$ cat config.mk
export PLATFORM = sky130hd
export DESIGN_NAME = spi_master_ctrl
export DESIGN_NICKNAME = d
export VERILOG_FILES = /design/src/rtl/spi_master_ctrl.sv
export SDC_FILE = /design/constraint.sdc
export NUM_CORES = 1
export LEC_CHECK = 0
export ABC_AREA = 1
export CORE_MARGIN = 5
export CORE_UTILIZATION = 50
export CTS_CLUSTER_DIAMETER = 50
export DETAILED_ROUTE_END_ITERATION = 12
export PLACE_DENSITY = 0.78
export REMOVE_ABC_BUFFERS = 1
export SLEW_MARGIN = 30
export SYNTH_ARGS = -nofsm -noshare
export SYNTH_HDL_FRONTEND = slang
export SYNTH_SLANG_ARGS = --single-unit
$ cat constraint.sdc
create_clock -name clk -period 3 [get_ports clk]
set_input_delay 0.6 -clock clk [delete_from_list [all_inputs] [get_ports clk]]
set_output_delay 0.6 -clock clk [all_outputs]
set_load 0.01 [all_outputs]
$ cat src/rtl/spi_master_ctrl.sv
// SPI master: serialises {cmd_type, cmd_payload} frames MSB first and, for read-data, captures one byte from MISO.
// Latency: SS_n falls the cycle after accept; a read-data frame returns rd_data 10 + TURNAROUND + 8 cycles after that.
// Backpressure: cmd_ready is high only in IDLE, so a host holding cmd_valid waits until the previous frame and its gap finish.
module spi_master_ctrl #(
    parameter int TURNAROUND = 2,
    parameter int MIN_GAP    = 1
) (
    input  logic       clk,
    input  logic       rst,
    input  logic       cmd_valid,
    output logic       cmd_ready,
    input  logic [1:0] cmd_type,
    input  logic [7:0] cmd_payload,
    output logic       SS_n,
    output logic       MOSI,
    input  logic       MISO,
    output logic [7:0] rd_data,
    output logic       rd_valid,
    output logic       busy
);

    typedef enum logic [2:0] {IDLE, SEND, WAIT, RECV, GAP} state_t;

    localparam logic [3:0] TA_LAST  = 4'(TURNAROUND - 1);
    localparam logic [3:0] GAP_LAST = 4'(MIN_GAP - 1);

    state_t     state, state_nxt;
    logic [3:0] cnt, cnt_nxt;
    logic [9:0] frame, frame_nxt;
    logic [7:0] shift, shift_nxt;
    logic [7:0] rd_data_nxt;
    logic       rd_valid_nxt;
    logic       ss_n_nxt;
    logic       mosi_nxt;

    // Ready is withheld during reset so nothing can be accepted on a reset edge.
    assign cmd_ready = (state == IDLE) && !rst;
    assign busy      = (state != IDLE);

    // Next-state and next-value logic for the state machine, counter and the registered pins.
    always_comb begin
        state_nxt    = state;
        cnt_nxt      = cnt;
        frame_nxt    = frame;
        shift_nxt    = shift;
        rd_data_nxt  = rd_data;
        rd_valid_nxt = 1'b0;
        ss_n_nxt     = 1'b1;
        mosi_nxt     = 1'b0;
        case (state)
            IDLE: begin
                if (cmd_valid) begin
                    state_nxt = SEND;
                    frame_nxt = {cmd_type, cmd_payload};
                    cnt_nxt   = 4'd0;
                    ss_n_nxt  = 1'b0;
                    mosi_nxt  = cmd_type[1];
                end
            end
            SEND: begin
                // cnt counts bits already on the wire; bit 9-cnt is being driven now.
                ss_n_nxt = 1'b0;
                if (cnt == 4'd9) begin
                    cnt_nxt = 4'd0;
                    if (frame[9:8] == 2'b11) begin
                        state_nxt = WAIT;
                    end else begin
                        state_nxt = GAP;
                        ss_n_nxt  = 1'b1;
                    end
                end else begin
                    cnt_nxt  = cnt + 4'd1;
                    mosi_nxt = frame[4'd8 - cnt];
                end
            end
            WAIT: begin
                ss_n_nxt = 1'b0;
                if (cnt == TA_LAST) begin
                    state_nxt = RECV;
                    cnt_nxt   = 4'd0;
                end else begin
                    cnt_nxt = cnt + 4'd1;
                end
            end
            RECV: begin
                // Shift left so the first MISO sample ends up in bit 7.
                ss_n_nxt  = 1'b0;
                shift_nxt = {shift[6:0], MISO};
                if (cnt == 4'd7) begin
                    rd_data_nxt  = {shift[6:0], MISO};
                    rd_valid_nxt = 1'b1;
                    state_nxt    = GAP;
                    cnt_nxt      = 4'd0;
                    ss_n_nxt     = 1'b1;
                end else begin
                    cnt_nxt = cnt + 4'd1;
                end
            end
            GAP: begin
                if (cnt == GAP_LAST) begin
                    state_nxt = IDLE;
                    cnt_nxt   = 4'd0;
                end else begin
                    cnt_nxt = cnt + 4'd1;
                end
            end
            default: begin
                state_nxt = IDLE;
                cnt_nxt   = 4'd0;
            end
        endcase
    end

    // State register.
    always_ff @(posedge clk) begin
        if (rst) begin
            state <= IDLE;
        end else begin
            state <= state_nxt;
        end
    end

    // Counter, frame/shift storage and registered output pins; reset discards any partial byte.
    always_ff @(posedge clk) begin
        if (rst) begin
            cnt      <= 4'd0;
            frame    <= 10'd0;
            shift    <= 8'h00;
            rd_data  <= 8'h00;
            rd_valid <= 1'b0;
            SS_n     <= 1'b1;
            MOSI     <= 1'b0;
        end else begin
            cnt      <= cnt_nxt;
            frame    <= frame_nxt;
            shift    <= shift_nxt;
            rd_data  <= rd_data_nxt;
            rd_valid <= rd_valid_nxt;
            SS_n     <= ss_n_nxt;
            MOSI     <= mosi_nxt;
        end
    end

endmodule
=== After elaboration in Yosys (flattened, before gate mapping) ===
Index checks and enable logic that the tools add are counted.

* Input port bits: 14
* Logic and storage cells: 57
* Flip-flop bits (word level): 35

* Bitwise gates (word level): 1
* Eq/ne operators: 13
* Mux-type cells: 23
* Add/sub/neg operators: 2
* $lt $le $gt $ge: 1
* Reduce and logical (&&, ||, !) cells: 9

{| class="wikitable"
|+ Operator list
! cell !! count
|-
| $mux 4 || 5
|-
| $pmux 4 s5 || 1
|-
| $mux 3 || 6
|-
| $pmux 3 s5 || 1
|-
| $ne 2x2->1 const B || 5
|-
| $mux 1 || 7
|-
| $eq 3x2->1 const B || 2
|-
| $lt 4x5->1 const B || 1
|-
| $reduce_and 5->1 || 1
|-
| $add 4x1->4 const B || 1
|-
| $bmux 1 s4 || 1
|-
| $eq 4x1->1 const B || 1
|-
| $eq 4x3->1 const B || 1
|-
| $eq 4x4->1 const B || 1
|-
| $logic_not 4->1 || 1
|-
| $pmux 1 s4 || 1
|-
| $reduce_and 2->1 || 2
|-
| $sub 4x4->4 const A || 1
|-
| $eq 3x1->1 const B || 1
|-
| $eq 3x3->1 const B || 1
|-
| $logic_not 3->1 || 1
|-
| $reduce_bool 3->1 || 1
|-
| $eq 2x2->1 const B || 1
|-
| $pmux 1 s2 || 1
|-
| 4 further kinds || 4
|}

=== Depth between registers and ports, before layout ===
* Depth in word-level cells: 5
* Gate-level depth with buffers: 9
* Gate-level depth less buffers: 9

=== Worst setup path after synthesis ===
Ideal clock, no wire load.

* Path kind: input to output
* Start: input port rst
* End: output port cmd_ready
* Arrival: 0.957 ns
* Data required time: 2.400 ns
* Stages: 2
* Path slack: 1.443 ns
* Path buffers: 1
* Path through: buf_2 -> nor2_1

* Word-level cells in the longest chain between the ends: 2

{| class="wikitable"
|+ Ends and longest elaborated chain
! element !! RTL line !! source
|-
| start, declared || 9 || <nowiki>input logic rst,</nowiki>
|-
| $logic_not 1->1 || 37 || <nowiki>assign cmd_ready = (state == IDLE) && !rst;</nowiki>
|-
| $logic_and 1x1->1 || 37 ||
|-
| end, declared || 11 || <nowiki>output logic cmd_ready,</nowiki>
|}

Every way passes these cells.

=== Final worst setup path ===
* Start: register state[0]
* End: output port cmd_ready

* Word-level cells in the longest chain between the ends: 2

{| class="wikitable"
|+ Ends and longest elaborated chain
! element !! RTL line !! source
|-
| start, declared || 27 || <nowiki>state_t state, state_nxt;</nowiki>
|-
| start signal, assigned || 119 || <nowiki>state <= state_nxt;</nowiki>
|-
| $logic_not 3->1 || 37 ||
|-
| $logic_and 1x1->1 || 37 ||
|}

Every way passes these cells.

==> impl_metrics.csv <==
group,metric,value,unit
run_status,status,"completed",
floorplanning,io_pins,27,
worst_setup_path,crit_slowest_cell,"clkdlybuf4s50_1",
clock_tree,clk_pin_slew,110,ps
pwr,switching_share,36.8,%
route,routed_via_density,4.86,
pwr,ir_drop,0.318,mV
route,ant_nets,0,
yosys,syn_area,0.00162,mm²
floorplanning,num_rows,20,
worst_setup_path,cp-end-kind,"primary output",
layout,antenna_cells,0,
pwr,p_leak,0.829,nW
clock_tree,clockRootBuffer,"clkbuf_4",
grt,grt_util_met1,20.0,%
placement,place_ws,693,ps
worst_setup_path,worstPathBufferInverterCount,3,
floorplanning,chipHeight,66.8,µm
yosys,avgSynthCellArea,7.69,µm²
sta,rsz0062_at_grt,"no",
pwr,p_switching,522,µW
floorplanning,die_w,66.8,µm
sta,fin_skew,11.2,ps
yosys,ys_types,31,
placement,hpwl,2330,µm
sta,period_needed,2350,ps
sta,fmaxAchievable,425,MHz
worst_setup_path,critPathLaunch,"state[0]",
clock_tree,cts_resized,0,
placement,place_congestion,0.816,
pwr,power_frac_clock,24.1,%
clock_tree,cts_tree,"done",
clock_tree,numClockSinks,35,
clock_tree,cts_buffers,5,
worst_setup_path,crit_fanout,4,
sta,maxSlewHeadroom,75.6,%
yosys,synth_top_area_cell,"dfxtp_1",
sta,timing.final.ws_setup,648,ps
grt,grt_max_degree,19,
clock_tree,clk_latency,350,ps
grt,antenna_found_initial,0,
yosys,netlist_instances,210,
clock_tree,htreeDepth,2,
worst_setup_path,critical_path_class,"reg -> out",
sta,hold_viol_final,0,
grt,top_usage_layer,"met2",
clock_tree,cts_hold_buf,0,
grt,gr-usage-met2,26.1,%
hold_path,min_path_type,"reg -> reg",
pwr,power_frac_seq,40.1,%
worst_setup_path,path_depth,6,
grt,grt_pass1_vias,1303,
worst_setup_path,crit_required,2400,ps
sta,setup-tns-final,0,ps
layout,drive_above_1_share,12.1,%
yosys,yosys_warnings,0,
hold_path,hold_path_depth,2,
sta,fin_crit_sh,78.4,%
grt,grt_overflow,0,
grt,grt_util_all_layers,16.5,%
worst_setup_path,critPathLaunchType,"register",
worst_setup_path,reg2reg_from,"cnt[0]",
floorplanning,die-area,0.00447,mm²
sta,setup_viol,0,
clock_tree,cts_setup_buffers,0,
worst_setup_path,cpLargestDelayFamily,"buffers and inverters",
yosys,ys_top_cells_by_area,"dfxtp_1 (43%), nand2_1 (7.9%), a21oi_1 (7.7%)",
pwr,internal_power,896,µW
hold_path,hold_start,"frame[3]",
floorplanning,initial_core_util,52.5,%
route,wl_per_cell,11.1,µm
pwr,powerDensity,712,mW/mm²
route,route.detailed.drc,0,
grt,grt_pass1_wl,5530,µm
yosys,ys_seq_area_share,43.4,%
yosys,yosys_register_bits,35,
worst_setup_path,r2r_cells,8,
pwr,power_frac_comb,35.8,%
yosys,synth_top_cell_area_share,43.4,%
worst_setup_path,cp_slowest_stage_delay,540,ps
sta,worst_pin_slew,366,ps
worst_setup_path,crit_chain,"nor2_2 > inv_2 > nor2_1 > inv_2 > nor2_1 > clkdlybuf4s50_1",
route,drtIter0Drc,66,
floorplanning,coreArea,0.00308,mm²
grt,grt.met3_usage,4.72,%
route,wirelength,3160,µm
flow_run,max_cap_viol_count,0,
sta,drv_slew,0,
worst_setup_path,cp.arrival,1750,ps
placement,port_buffers,26,
layout,final_nets,256,
route,vias,1379,
clock_tree,ctsLongestPathBuffers,2,
route,firstDrtPassIters,4,
layout,syn_to_final_growth,23.3,%
## tightest hold or removal path: stages, from the launching register on
cell	delay, ps
dfxtp_1	310
inv_1	60
a21oi_1	60
## power groups by stage
| stage | clock (mW) | combinational [mW] | sequential (mW) |
|---|---|---|---|
| 5_1_grt | 0.363 | 0.575 | 0.577 |
| 2_1_floorplan | 0 | 0.370 | 0.572 |
| 3_5_place_dp | 0 | 0.507 | 0.578 |
| 3_3_place_gp | 0 | 0.495 | 0.578 |
| 6_report | 0.342 | 0.508 | 0.568 |
| 4_1_cts | 0.349 | 0.508 | 0.568 |
## kinds of logic after synthesis
| logic type | after synthesis | share of synthesized area (%) |
|---|---|---|
| and+or+nand+nor | 75 | 23.9 |
| AOI/OAI and AO/OA | 56 | 19.1 |
| buffers and inverters | 38 | 9.76 |
| DFF | 35 | 43.4 |
| xor gates and xnor gates | 3 | 1.63 |
| adders and majority gates | 3 | 2.32 |
## cell usage in the layout (no fill, tap or decap), types with 2 or more instances in the layout
| cell type | count |
|---|---|
| a21oi_1 | 25 |
| a21oi_2 | 2 |
| buf_4 | 2 |
| clkbuf_4 | 5 |
| clkdlybuf4s50_1 | 26 |
| dfxtp_1 | 35 |
| ha_1 | 3 |
| inv_1 | 24 |
| inv_2 | 6 |
| nand2_1 | 34 |
| nand2_4 | 2 |
| nand3_1 | 22 |
| nand4_1 | 3 |
| nor2_1 | 6 |
| nor2_4 | 4 |
| o21ai_0 | 22 |
| o21ai_1 | 2 |
| xor2_1 | 2 |
## cell type report
cell class | count | area, µm²
clock buffers | 5 | 37.5
clock inverters | 3 | 43.8
fillers | 304 | 1090
inverters | 32 | 123
multi-input cells | 137 | 757
flip-flops and latches | 35 | 701
well taps | 44 | 55.1
repair buffers | 28 | 275
## through the flow
stage	total power, mW	utilization (%)	hold slack, ps	cell area, µm²	instances
floorplan	0.942	-	431	1580	204
global placement	1.07	62.1	442	1910	276
detailed placement	1.08	62.1	448	1910	276
CTS	1.43	64.7	464	1990	284
global route	1.52	64.7	493	1990	284
finish	1.42	64.7	461	1990	284
## cells in the mapped netlist
cell	n
a21oi_1	25
a21oi_2	2
a31oi_1	1
buf_2	1
buf_4	1
buf_6	1
clkbuf_1	3
clkinv_1	1
dfxtp_1	35
ha_1	3
inv_1	24
inv_2	6
inv_4	1
nand2_1	34
nand2_4	2
nand3_1	22
nand4_1	3
nor2_1	6
nor2_2	1
nor2_4	4
nor2_8	1
nor3_1	1
nor3b_1	1
o21ai_0	22
o21ai_1	2
o21ai_2	1
o21ai_4	1
o22ai_1	1
o31ai_1	1
xnor2_1	1
xor2_1	2
## sequential cells by signal, summed over array words and instances, names as in the netlist
| signal | flops |
|---|---|
| state | 3 |
| SS_n | 1 |
| cnt | 4 |
| shift | 7 |
| rd_valid | 1 |
| frame | 10 |
| rd_data | 8 |
| MOSI | 1 |
## worst paths after layout
kind | endpoint | slack, ps
worst max-delay path | cmd_ready | 650
worst min register to register | frame[3] | 460
worst max register to register | state[0] | 1280
worst min-delay path | frame[3] | 460
## routing by layer
metal / wire length, µm / vias up
li1: - / 745
met1: 1530 / 611
met2: 1410 / 16
met3: 141 / 7
met4: 67 / 0
met5: 0 / -
Note: power is estimated with default switching activity, not from simulation.
